**config.mk**
```make
export PLATFORM = sky130hd
export DESIGN_NAME = change_dispenser
export DESIGN_NICKNAME = d
export VERILOG_FILES = /design/src/rtl/change_dispenser.sv
export SDC_FILE = /design/constraint.sdc
export NUM_CORES = 1
export LEC_CHECK = 0
export BUFFER_PORTS_ARGS = -buffer_cell sky130_fd_sc_hd__buf_2
export CELL_PAD_IN_SITES_DETAIL_PLACEMENT = 2
export CELL_PAD_IN_SITES_GLOBAL_PLACEMENT = 2
export CORE_MARGIN = 1
export CORE_UTILIZATION = 29
export CTS_CLUSTER_SIZE = 25
export DETAILED_ROUTE_END_ITERATION = 7
export HOLD_SLACK_MARGIN = 0.06
export PLACE_DENSITY_LB_ADDON = 0.1
export RECOVER_POWER = 100
export SYNTH_ARGS = -nofsm -noshare
export SYNTH_HDL_FRONTEND = slang
export SYNTH_SLANG_ARGS = --single-unit
```
**constraint.sdc**
```tcl
create_clock -name clk -period 4.5 [get_ports clk]
set_input_delay 0.9 -clock clk [delete_from_list [all_inputs] [get_ports clk]]
set_output_delay 0.9 -clock clk [all_outputs]
set_load 0.02 [all_outputs]
```
**src/rtl/change_dispenser.sv**
```systemverilog
// Change dispenser: pays out a requested amount using 25/10/5 cent coins, largest
// coin first, one coin per hopper handshake, tracking per-coin inventory.
module change_dispenser #(
  parameter int unsigned CNT_W    = 4,
  parameter int unsigned INIT_CNT = 8
) (
  input  logic             clk,
  input  logic             rst,
  input  logic             req_valid,
  input  logic [5:0]       req_amount,
  output logic             req_ready,
  output logic             ret_5,
  output logic             ret_10,
  output logic             ret_25,
  input  logic             hopper_ack,
  input  logic             refill,
  output logic             done,
  output logic             short,
  output logic [5:0]       remaining,
  output logic [CNT_W-1:0] inv_5,
  output logic [CNT_W-1:0] inv_10,
  output logic [CNT_W-1:0] inv_25
);

  localparam logic [CNT_W-1:0] InitCnt = CNT_W'(INIT_CNT);

  typedef enum logic [1:0] {StIdle, StSelect, StEject, StDone} state_e;

  state_e           r_state;
  state_e           w_state_nxt;
  logic [2:0]       r_coin;        // one-hot {25, 10, 5}
  logic [2:0]       w_coin_sel;
  logic [5:0]       w_coin_val;
  logic [5:0]       w_amount_floor;
  logic [5:0]       r_remaining;
  logic [CNT_W-1:0] r_inv_5;
  logic [CNT_W-1:0] r_inv_10;
  logic [CNT_W-1:0] r_inv_25;

  // Largest coin that fits the unpaid amount and is still in stock.
  always_comb begin
    w_coin_sel = 3'b000;
    if (r_remaining >= 6'd25 && r_inv_25 != '0) begin
      w_coin_sel = 3'b100;
    end else if (r_remaining >= 6'd10 && r_inv_10 != '0) begin
      w_coin_sel = 3'b010;
    end else if (r_remaining >= 6'd5 && r_inv_5 != '0) begin
      w_coin_sel = 3'b001;
    end
  end

  // Value of the coin currently being ejected; request amount floored to a nickel.
  always_comb begin
    w_coin_val = 6'd0;
    unique case (r_coin)
      3'b100:  w_coin_val = 6'd25;
      3'b010:  w_coin_val = 6'd10;
      3'b001:  w_coin_val = 6'd5;
      default: w_coin_val = 6'd0;
    endcase
    w_amount_floor = req_amount - (req_amount % 6'd5);
  end

  // Next-state logic.
  always_comb begin
    w_state_nxt = r_state;
    unique case (r_state)
      StIdle:   if (req_valid) w_state_nxt = StSelect;
      // No eligible coin covers both a zero balance and an exhausted inventory.
      StSelect: w_state_nxt = (w_coin_sel == 3'b000) ? StDone : StEject;
      StEject:  if (hopper_ack) w_state_nxt = StSelect;
      StDone:   w_state_nxt = StIdle;
      default:  w_state_nxt = StIdle;
    endcase
  end

  // State, coin choice, balance and inventory registers.
  always_ff @(posedge clk) begin
    if (rst) begin
      r_state     <= StIdle;
      r_coin      <= 3'b000;
      r_remaining <= 6'd0;
      r_inv_5     <= InitCnt;
      r_inv_10    <= InitCnt;
      r_inv_25    <= InitCnt;
    end else begin
      r_state <= w_state_nxt;
      if (r_state == StIdle) begin
        // Refill lands on the same edge as an accepted request, so the new
        // transaction already sees the full inventory.
        if (refill) begin
          r_inv_5  <= InitCnt;
          r_inv_10 <= InitCnt;
          r_inv_25 <= InitCnt;
        end
        if (req_valid) r_remaining <= w_amount_floor;
      end
      if (r_state == StSelect) r_coin <= w_coin_sel;
      // Selection guarantees the chosen counter is non-zero, so no wrap here.
      if (r_state == StEject && hopper_ack) begin
        r_remaining <= r_remaining - w_coin_val;
        if (r_coin[2]) r_inv_25 <= r_inv_25 - CNT_W'(1);
        if (r_coin[1]) r_inv_10 <= r_inv_10 - CNT_W'(1);
        if (r_coin[0]) r_inv_5  <= r_inv_5  - CNT_W'(1);
      end
    end
  end

  // Outputs decoded from state.
  always_comb begin
    req_ready = (r_state == StIdle) && !rst;
    ret_25    = (r_state == StEject) && r_coin[2];
    ret_10    = (r_state == StEject) && r_coin[1];
    ret_5     = (r_state == StEject) && r_coin[0];
    done      = (r_state == StDone);
    short     = (r_state == StDone) && (r_remaining != 6'd0);
    remaining = r_remaining;
    inv_5     = r_inv_5;
    inv_10    = r_inv_10;
    inv_25    = r_inv_25;
  end

endmodule

```
==> results by group <==
Status
  – Status: completed

STA
  – Max Slew Vio Count: 0
  – Final Hold Slack: 0.515 ns
  – Final Setup Violations: 0
  – Final Hold Viols: 0
  – Tmin final: 4.24 ns
  – Max_slew headroom: 48.4%
  – Worst Tran Pin Value: 0.771 ns
  – Worst Skew: 0.00670 ns
  – Final Cycle Share: 94.2%
  – F_max: 0.236 GHz

Synthesis
  – Synth unique cells: 57
  – Cells after Synth: 306
  – Mapped Nets: 336
  – Number of synthesized flops with an enable pin: 0
  – Synth warnings: 0
  – Synth area leader: dfxtp_1
  – Area share of the largest cell type after synthesis: 20.7%
  – Seq/Total Area, Yosys: 20.7%
  – Async set-or-reset flop fraction in the synthesized netlist: 0%
  – Prevailing post-synth register cell: dfxtp_1
  – Flops & latches, synth: 23
  – Syn Std Cell Area: 2220 um2
  – Synth Area per Inst: 7.25 um2
  – Top area cells in the synthesized netlist: dfxtp_1 21%, ha_1 9.6%, nor2_1 7.6%

Pwr
  – VDD IR max: 0.0848 mV
  – Leak: 1.09 nW
  – PD cells: 293 nW/um2
  – Sequential Power Share: 31.3%
  – Psw: 327 uW
  – Combinational fraction of design power: 51.3%
  – Switching share of power: 41.4%
  – Pint: 462 uW
  – Clock share of power: 17.4%

Hold path
  – Hold depth: 1
  – HP Class: reg -> reg

Cells and area
  – Filler cell count: 872
  – Share of layout cells above drive strength 1: 17.4%
  – Final Util: 36.7%
  – Layout Cells excl Fill: 455
  – # diodes: 0
  – Finished Cell Area: 2690 um2
  – Total Nets Final: 387
  – Area growth from synthesis to layout: 21.3%

Place
  – Port buffer count: 34
  – Placed insts: 450
  – DP Area: 2630 um2
  – DP Wirelength: 5.95 mm
  – Routability cong.: 0.754

Critical path
  – Crit-path max FO: 7
  – Kind of critical path: in -> reg
  – R2R cell count: 9
  – Critical path arrival: 4.38 ns
  – Worst setup SP type: input port
  – CP endpoint kind: register
  – Req. time, crit path: 4.64 ns

GRT
  – GRT overflow: 0
  – First-pass GRT wire length: 11.9 mm
  – Antenna violations before repair: 0
  – GRT Util Overall: 19.3%
  – Vias in the first global route: 2460
  – Largest net degree at the start of global routing: 26

Floorplan
  – Width of the die: 89.5 um
  – Starting density of the core: 30.3%
  – Num ports: 35
  – Die outline area: 8010 um2
  – Total core area: 7330 um2
  – # rows: 31
  – Die H: 89.5 um

Clocking
  – Worst skew pair latency: 0.28 ns
  – CTS sink cnt: 23
  – CTS tree: done
  – Total CTS buffers: 3
  – Max clock buf depth: 2
  – Worst-path clk slew: 0.09 ns
  – Hold buffer count at cts: 0
  – H-tree depth: 1
  – Root buffer cell: clkbuf_8

Detailed routing
  – Post-route ant nets: 0
  – Wirelength, routed: 7.26 mm
  – DR WL/cell: 16.0 um
  – Pre-Repair DR Iteration Count: 4
  – Detailed Route Iter0 Violations: 51
  – Vias: 2380
  – Via density: 5.23
  – DRC viols: 0

Job
  – Max-cap violation count: 0
## path summary, 6_finish.rpt
check                              start                   endpoint  slack [ns]
setup / recovery           req_amount[3]  remaining[5]$_SDFFE_PP0P_        0.26
hold / removal      inv_25[3]$_SDFF_PP1_       inv_25[3]$_SDFF_PP1_        0.52
setup reg to reg  r_coin[2]$_SDFFE_PP0N_  remaining[5]$_SDFFE_PP0P_        1.95
hold reg to reg     inv_25[3]$_SDFF_PP1_       inv_25[3]$_SDFF_PP1_        0.52
## power by group through the flow
stage	clock network [mW]	logic (mW)	registers, mW
floorplan	0	0.269	0.254
global placement	0	0.390	0.251
detailed placement	0	0.401	0.252
CTS	0.142	0.405	0.247
global route	0.149	0.458	0.251
finish	0.137	0.404	0.247
## timing repair
action,4_1_cts,5_1_grt
setup endpoints to repair,0,2
gates resized for setup,0,10
setup buffers,0,1
## registers in the layout, indices dropped and copies added, names as in the netlist
signal / flops
inv_5: 4
inv_25: 4
inv_10: 4
remaining: 6
r_state: 2
r_coin: 3
## critical path, stage by stage
cell and delay (ns):
buf_2 0.13, nand2b_1 0.17, xnor2_1 0.13, o21ai_1 0.19
ha_2 0.23, nor2_1 0.08, or3_1 0.40, nand2_2 0.11
ha_1 0.17, nor2b_4 0.17, o21ai_2 0.07, mux2_4 0.31
ha_1 0.27, nor2b_2 0.15, o21ai_2 0.07, a21oi_2 0.16
o21ai_1 0.08, nor3b_2 0.16, buf_4 0.13, o21bai_1 0.18
o221ai_2 0.11
## cells by family after synthesis
group,synth area share [%]
flip-flops,20.7
AO/OA/AOI/OAI,26.4
AND/OR/NAND/NOR,27.6
adder cells (fa/ha/maj),11.4
multiplexers,4.23
buffers and inverters,6.54
XOR/XNOR,3.16
## cells in the mapped netlist, drive strengths merged (5+ instances only)
library cell	count
nor2	45
o21ai	30
nand2	25
dfxtp	23
inv	20
a21oi	19
ha	17
nand2b	10
clkbuf	8
nor3	8
a22oi	6
a31oi	6
and2	6
buf	6
nand3	6
nor2b	6
xnor2	6
mux2	5
## stage by stage
step,worst slack [ns],power [mW],setup TNS (ns)
finish,0.262,0.789,0
global route,-0.0137,0.858,-0.0137
CTS,0.0515,0.794,0
detailed placement,-0.231,0.653,-0.321
global placement,0.00499,0.642,0
floorplan,0.0136,0.523,0
## per-layer routing
layer	GRT usage, %	vias to the layer above	wire [um]
li1	-	1183	-
met1	23.0	1162	3420
met2	37.2	28	3640
met3	1.48	7	123
met4	4.18	0	81
met5	0	-	0
## placed cells by master, fill, tap and decap left out, drive strengths merged, types with 3 or more instances in the layout
cell type   n
a211oi      3
a21oi      19
a22oi       6
a31oi       6
and2        6
buf        39
clkbuf     24
dfxtp      23
ha         17
inv        19
mux2        5
mux2i       3
nand2      25
nand2b     10
nand3       6
nor2       45
nor2b       6
nor3        8
o211ai      4
o21a        4
o21ai      30
o221ai      3
or3         4
xnor2       6
## area by class of cell
cell class / instances / area (um2) / share of cell area, %
clock buffers: 3 / 41.3 / 1.53
multi-input cells: 249 / 1650 / 61.2
repair buffers: 60 / 339 / 12.6
flip-flops and latches: 23 / 460 / 17.1
clock inverters: 1 / 5.00 / 0.186
inverters: 20 / 75.1 / 2.79
well taps: 99 / 124 / 4.60
Power figures use the tool's default switching activity.
